`config.mk`:
```
export PLATFORM = sky130hd
export DESIGN_NAME = load_store_unit
export DESIGN_NICKNAME = d
export VERILOG_FILES = /design/src/rtl/load_store_unit.sv
export SDC_FILE = /design/constraint.sdc
export NUM_CORES = 1
export LEC_CHECK = 0
export CELL_PAD_IN_SITES_DETAIL_PLACEMENT = 0
export CELL_PAD_IN_SITES_GLOBAL_PLACEMENT = 2
export CORE_ASPECT_RATIO = 0.7
export CORE_MARGIN = 3
export CORE_UTILIZATION = 30
export CTS_CLUSTER_DIAMETER = 40
export CTS_CLUSTER_SIZE = 30
export DETAILED_ROUTE_END_ITERATION = 6
export PLACE_DENSITY_LB_ADDON = 0.1
export SKIP_LAST_GASP = 1
export SLEW_MARGIN = 10
export SYNTH_ARGS = -nofsm -noshare
export SYNTH_HDL_FRONTEND = slang
export SYNTH_SLANG_ARGS = --single-unit
```
`constraint.sdc`:
```
create_clock -name clk -period 4.9 [get_ports clk]
set_input_delay 0.735 -clock clk [delete_from_list [all_inputs] [get_ports clk]]
set_output_delay 0.735 -clock clk [all_outputs]
set_load 0.01 [all_outputs]
```
`src/rtl/load_store_unit.sv`:
```
// load_store_unit: initiator side of the data-memory load/store port.
// Runs one byte, halfword or word access at a time. Sub-word stores are done
// as read-modify-write of the 32-bit word. Loads are sign- or zero-extended.
//
// Handshake: a request transfers on a rising edge where req_valid and
// req_ready are both high. req_ready is high only in IDLE. A request that is
// presented while the unit is busy is not queued; it is taken only once the
// unit is back in IDLE and req_valid is still high. resp_valid is a
// single-cycle pulse. resp_err and resp_rdata hold until the next response.
module load_store_unit #(
  parameter int MEM_WORDS  = 32,
  parameter int WORD_IDX_W = 5
) (
  input  logic        clk,
  input  logic        rst,
  input  logic        req_valid,
  output logic        req_ready,
  input  logic        req_store,
  input  logic [1:0]  req_size,
  input  logic        req_unsigned,
  input  logic [31:0] req_addr,
  input  logic [31:0] req_wdata,
  output logic        resp_valid,
  output logic        resp_err,
  output logic [31:0] resp_rdata,
  output logic        data_read_flag,
  output logic        data_write_flag,
  output logic [31:0] data_addr,
  output logic [31:0] val,
  input  logic [31:0] read_out
);

  typedef enum logic [1:0] {IDLE, RD, WR, DONE} state_t;

  // The limit is compared at 33 bits so that every upper address bit is
  // checked and nothing aliases into the array.
  localparam logic [32:0] ADDR_LIMIT = 33'(MEM_WORDS) * 33'd4;

  state_t      state;
  logic        store_q;
  logic        unsigned_q;
  logic [1:0]  size_q;
  logic [31:0] addr_q;
  logic [31:0] wdata_q;
  logic [31:0] old_q;
  logic        req_err;
  logic [31:0] shifted;
  logic [31:0] load_data;
  logic [31:0] merged;
  logic [WORD_IDX_W-1:0] word_idx;

  // Reject an illegal size, a misaligned address or an out-of-range address.
  always_comb begin
    req_err = 1'b0;
    if (req_size == 2'b11)                        req_err = 1'b1;
    if ((req_size == 2'b01) && req_addr[0])       req_err = 1'b1;
    if ((req_size == 2'b10) && (|req_addr[1:0]))  req_err = 1'b1;
    if ({1'b0, req_addr} >= ADDR_LIMIT)           req_err = 1'b1;
  end

  // Pick the addressed lane out of the memory word and extend it.
  always_comb begin
    shifted   = read_out >> {addr_q[1:0], 3'b000};
    load_data = read_out;
    case (size_q)
      2'b00:   load_data = unsigned_q ? {24'h0, shifted[7:0]}
                                      : {{24{shifted[7]}}, shifted[7:0]};
      2'b01:   load_data = unsigned_q ? {16'h0, shifted[15:0]}
                                      : {{16{shifted[15]}}, shifted[15:0]};
      default: load_data = read_out;
    endcase
  end

  // Store data: replace only the addressed lane of the old word.
  always_comb begin
    merged = old_q;
    case (size_q)
      2'b00:   merged[{addr_q[1:0], 3'b000} +: 8]  = wdata_q[7:0];
      2'b01:   merged[{addr_q[1], 4'b0000} +: 16]  = wdata_q[15:0];
      default: merged = wdata_q;
    endcase
  end

  // Request acceptance, sequencing and response registers.
  always_ff @(posedge clk or posedge rst) begin
    if (rst) begin
      state      <= IDLE;
      store_q    <= 1'b0;
      unsigned_q <= 1'b0;
      size_q     <= 2'b00;
      addr_q     <= 32'h0;
      wdata_q    <= 32'h0;
      old_q      <= 32'h0;
      resp_err   <= 1'b0;
      resp_rdata <= 32'h0;
    end else begin
      case (state)
        IDLE: begin
          if (req_valid) begin
            store_q    <= req_store;
            unsigned_q <= req_unsigned;
            size_q     <= req_size;
            addr_q     <= req_addr;
            wdata_q    <= req_wdata;
            if (req_err) begin
              state      <= DONE;
              resp_err   <= 1'b1;
              resp_rdata <= 32'h0;
            end else if (req_store && (req_size == 2'b10)) begin
              state <= WR;
            end else begin
              state <= RD;
            end
          end
        end
        RD: begin
          old_q <= read_out;
          if (store_q) begin
            state <= WR;
          end else begin
            state      <= DONE;
            resp_err   <= 1'b0;
            resp_rdata <= load_data;
          end
        end
        WR: begin
          state      <= DONE;
          resp_err   <= 1'b0;
          resp_rdata <= 32'h0;
        end
        default: state <= IDLE;
      endcase
    end
  end

  // Memory-side and handshake outputs decode from the registered state.
  always_comb begin
    word_idx        = addr_q[WORD_IDX_W+1:2];
    req_ready       = (state == IDLE);
    resp_valid      = (state == DONE);
    data_read_flag  = (state == RD);
    data_write_flag = (state == WR);
    data_addr       = 32'h0;
    val             = 32'h0;
    if ((state == RD) || (state == WR))
      data_addr = {addr_q[31:WORD_IDX_W+2], word_idx, 2'b00};
    if (state == WR)
      val = merged;
  end

endmodule

```
; Word level (Yosys, flattened, before mapping)
; Cells that the tools add are included.
[word_totals]
ff_bits = 135
output_inout_bits = 101
word_cells = 62
[classes]
n_addsub = 2
order_cmp = 1
n_eq_ne = 10
shift = 5
muxes = 25
n_reduce_logical = 10
[op_table]
columns = cell, n
row1 = two-way mux 32 bit, 7
row2 = one-hot mux 32 bit (2 select lines), 2
row3 = one-hot mux 32 bit (3 select lines), 1
row4 = bitwise mux 32 bit, 2
row5 = >= comparator 32 x 8 -> 1 bit (second input constant), 1
row6 = variable shift 16 x 7 -> 32 bit (first input constant), 1
row7 = variable shift 8 x 7 -> 32 bit (first input constant), 1
row8 = indexed part select 16 x 7 -> 32 bit, 1
row9 = indexed part select 8 x 7 -> 32 bit, 1
row10 = >> shifter 32 x 5 -> 16 bit, 1
row11 = negator 5 -> 7 bit, 2
row12 = == test 2 bit (second input constant), 4
row13 = two-way mux 1 bit, 8
row14 = == test 2 x 1 -> 1 bit (second input constant), 3
row15 = two-way mux 2 bit, 3
row16 = one-hot mux 2 bit (3 select lines), 1
row17 = logical NOT 2 bit, 2
row18 = != test 2 bit (second input constant), 2
row19 = AND reduction 4 bit, 1
row20 = logical AND 1 bit, 3
row21 = one-hot mux 1 bit (3 select lines), 1
row22 = nonzero test 3 bit, 1
row23 = != test 2 x 1 -> 1 bit (second input constant), 1
row24 = AND reduction 2 bit, 1
row25 = other kinds (2), 2

; Depth between registers and ports, before layout
[logic_depth]
depth_word = 8
ltp_mapped = 10
mapped_depth_nobuf = 7

; Worst setup path before layout
; Ideal clock, no wire load.
[synth_path]
path_type = register to output
start = reg addr_q[1]
end = out val[16]
arrival_ps = 2235
path_slack_ps = 1930
path_stages_with_launch = 10
path_buffers = 2
cell_sequence = dfrtp_1 > buf_4 > buf_2 > inv_1 > ha_1 > nand2_1 > nor3_2 > a221oi_1 > a211o_1 > a21boi_0
[synth_between]
elab_chain_cells = 5
word_cells_on_any_way = 10
cone_classes = 2 x add/sub / 4 x shift / 4 x mux
[synth_lines]
columns = element, line
row1 = from (decl), 43  ; logic [31:0] addr_q;
row2 = from (signal assigned), 103  ; addr_q <= req_addr;
row3 = negator 5 -> 7 bit (on tied branches), "79, 78"
row4 = "indexed part select 16 x 7 -> 32 bit, or another cell as far along", 79  ; 2'b01: merged[{addr_q[1], 4'b0000} +: 16] = wdata_q[15:0];
row5 = bitwise mux 32 bit (on tied branches), "79, 78"
row6 = one-hot mux 32 bit (2 select lines) *, 77  ; case (size_q)
row7 = two-way mux 32 bit *, 147  ; if (state == WR)
row8 = to (decl), 29  ; output logic [31:0] val,
; Mark *: on every way between the ends. The rest lies on a longest branch, timed or not.

; Worst setup path in the final report
[layout_path]
start = reg addr_q[1]
end = out val[29]
; The elaborated chain is that of the path after synthesis.

==> impl_metrics.csv <==
group,metric,value,unit
synthesis,synth_top_cells_by_count,"135 x dfrtp_1, 94 x mux2_2, 41 x nand2_1, 33 x mux2i_1, 32 x and2_1",
worst_setup_path,startpoint_type,"flip-flop",
clocking,clockBufferDepth,2,
power,peakVddDrop,0.289,mV
worst_setup_path,cpMostUsedCell,"buf_4",
timing,min_period,4100,ps
synthesis,synth_area_leaders,"dfrtp_1 46%, mux2_2 15%, mux2i_1 4.5%, a22o_1 3.1%, a221oi_1 2.9%",
worst_setup_path,cp_max_fo,33,
clocking,cts_buffers,17,
worst_setup_path,critPathRequiredTime,4160,ps
synthesis,synth.most_common_cell,"dfrtp_1",
clocking,path_clk_slew,60,ps
floorplan,start_util,0.307,
synthesis,yosysUniqueCellTypes,49,
worst_setup_path,crit_type,"reg -> out",
worst_setup_path,critPathLaunch,"addr_q[1]",
power,cellPowerDensity,718,nW/µm²
placed_design,placed_cells,1142,
timing,worst_pin_slew,1030,ps
min_path,min_path_cells,1,
detailed_routing,drt-initial-drc-count,413,
timing,holdWs,498,ps
clocking,post-cts-setup-buffer-count,0,
placed_design,hpwlAfterDp,18.8,mm
detailed_routing,firstDrtPassIters,6,
synthesis,synthCells,662,
synthesis,async_flop_share,1.00,
global_routing,antenna_found_initial,6,
detailed_routing,drt-vias-per-instance,5.22,
timing,fin_crit_sh,0.837,
floorplan,die_x,192,µm
timing,finalSetupTns,0,ps
global_routing,grt_pass1_vias,6318,
clocking,root_buffer,"clkbuf_16",
placed_design,dpl-instance-area,9550,µm²
layout,insertedDiodeCount,0,
floorplan,core_region_area,23800,µm²
synthesis,syn_area,7300,µm²
clocking,cts_hold_buf,0,
worst_setup_path,r2r_end,"resp_rdata[24]",
timing,setup-violations-final,0,
detailed_routing,num_vias,6120,
synthesis,ys_ff_latch,135,
placed_design,portBuffers,201,
timing,fmax,0.244,GHz
clocking,h-tree-depth,4,
layout,drive_gt1_frac,0.165,
detailed_routing,drt-total-wl,25.3,mm
worst_setup_path,crit_arrival,3370,ps
worst_setup_path,crit_end,"val[29]",
global_routing,grt_usage,0.195,
clocking,insertion_delay,420,ps
detailed_routing,drc,0,
layout,nets,955,
worst_setup_path,path_cells,"buf_4, ha_1, nor4bb_1, buf_4, a221oi_1, a211oi_1, a21oi_1, nor2b_1, clkdlybuf4s50_1",
floorplan,die-area,26300,µm²
worst_setup_path,max_stage_delay,550,ps
clocking,tritoncts,"built",
synthesis,ys_seq_area_frac,0.463,
synthesis,synthFlopType,"dfrtp_1",
global_routing,grt_max_degree,85,
worst_setup_path,slowest_stage,"clkdlybuf4s50_1",
detailed_routing,ant_nets,0,
layout,areaGrowthSynthToFinish,38.0,%
timing,fin_skew,6.91,ps
timing,slew_viol_final,0,
floorplan,num_rows,47,
timing,slew_headroom,0.308,
layout,final_cell_area,10100,µm²
min_path,worstHoldPathType,"reg -> reg",
timing,finalHoldViolCount,0,
synthesis,synth_edf_count,0,
worst_setup_path,r2r-start,"size_q[0]",
timing,rsz0062_at_grt,"false",
worst_setup_path,reg2reg_depth,6,
clocking,cts_sinks,135,
synthesis,synth_area_leader_cell,"dfrtp_1",
status,status,"completed",
global_routing,grt-ovfl-total,0,
floorplan,die_h,136,µm
layout,final_cells,1172,
worst_setup_path,r2r_slack,2270,ps
synthesis,synth_top_cell_area_share,0.463,
detailed_routing,wl_per_cell,21.6,µm
worst_setup_path,crit_path_end_kind,"primary output",
global_routing,grt_pass1_wl,38.4,mm
power,p_leak,0.00411,µW
synthesis,synth_area_per_cell,11.0,µm²
placed_design,globalplace.congestion,0.810,
clocking,post_cts_resized,0,
floorplan,num_io_pins,204,
flow_run,timing.max_cap.violations,0,
synthesis,ys_warn_count,0,
## cells by family after synthesis
logic type,share of synthesized area
AOI/OAI and AO/OA,0.164
and+or+nand+nor,0.119
DFF,0.463
muxes,0.190
buffers and inverters,0.0466
adders and majority gates,0.0154
other,0.000514
xor gates and xnor gates,0.00120
## metal layers
metal  vias to the layer above  wire, µm  track usage
li1                       2787         -            -
met5                         -        64            0
met4                        10       192       0.0408
met1                      3087     12200        0.283
met3                        27      1650       0.0530
met2                       209     11200        0.290
## placed cells by master, fill, tap and decap left out, types with 2 or more instances in the layout
master,n
a222oi_1,8
nand3_1,2
a221oi_1,24
o2bb2ai_1,7
a22oi_1,9
o221ai_1,14
a211o_1,9
nor4_1,6
clkbuf_8,4
clkinv_2,4
clkbuf_1,5
dfrtp_1,134
nor3_2,2
nor3_1,4
a21boi_0,7
nor2_1,23
buf_4,10
inv_1,22
a211oi_1,9
a21oi_1,20
nand2b_1,17
o21ai_0,20
mux2_2,94
a22o_1,26
nand2_1,40
ha_1,8
nor2b_1,21
and2_1,32
clkbuf_16,17
mux2i_1,33
conb_1,2
clkdlybuf4s50_1,201
## worst min path at each step
stage / startpoint / to
after floorplan: addr_q[16] / addr_q[16]
after global placement: addr_q[3] / addr_q[3]
after detailed placement: addr_q[28] / addr_q[28]
after CTS: addr_q[28] / addr_q[28]
after global routing: addr_q[4] / addr_q[4]
final: addr_q[28] / addr_q[28]
## registers in the layout, summed over array words and instances, names as in the netlist
register / flops
store_q: 1
resp_err: 1
old_q: 32
state: 2
unsigned_q: 1
wdata_q: 32
addr_q: 32
resp_rdata: 32
size_q: 2
## area by class of cell
| type | count | area, µm² |
|---|---|---|
| Tap cell | 318 | 398 |
| Sequential cell | 135 | 3380 |
| Timing Repair Buffer | 211 | 2090 |
| Inverter | 25 | 98.8 |
| Fill cell | 2304 | 13700 |
| Clock buffer | 26 | 499 |
| Multi-Input combinational cell | 453 | 3590 |
| Clock inverter | 4 | 20.0 |
## power by group
group          internal, µW  total [µW]  leakage, µW  switching, µW
sequential             1660        2200      0.00165            532
combinational          2000        3870      0.00220           1870
clock                   692        1160     0.000260            473
## per-stage QoR
step           setup slack [ps]   util  power (µW)
2_1_floorplan               554      -        4410
3_3_place_gp               1290  0.402        6040
3_5_place_dp               1270  0.402        6100
4_1_cts                     801  0.424        7310
5_1_grt                     617  0.424        7740
6_report                    798  0.424        7230
## critical path: cells and delay by family, from the launching register on
kind	cells	cell delay, ps
DFF	1	340
and+or+nand+nor	2	460
buffers and inverters	3	1190
adders and majority gates	1	260
AOI/OAI and AO/OA	3	680
Note: power is estimated with default switching activity, not from simulation.
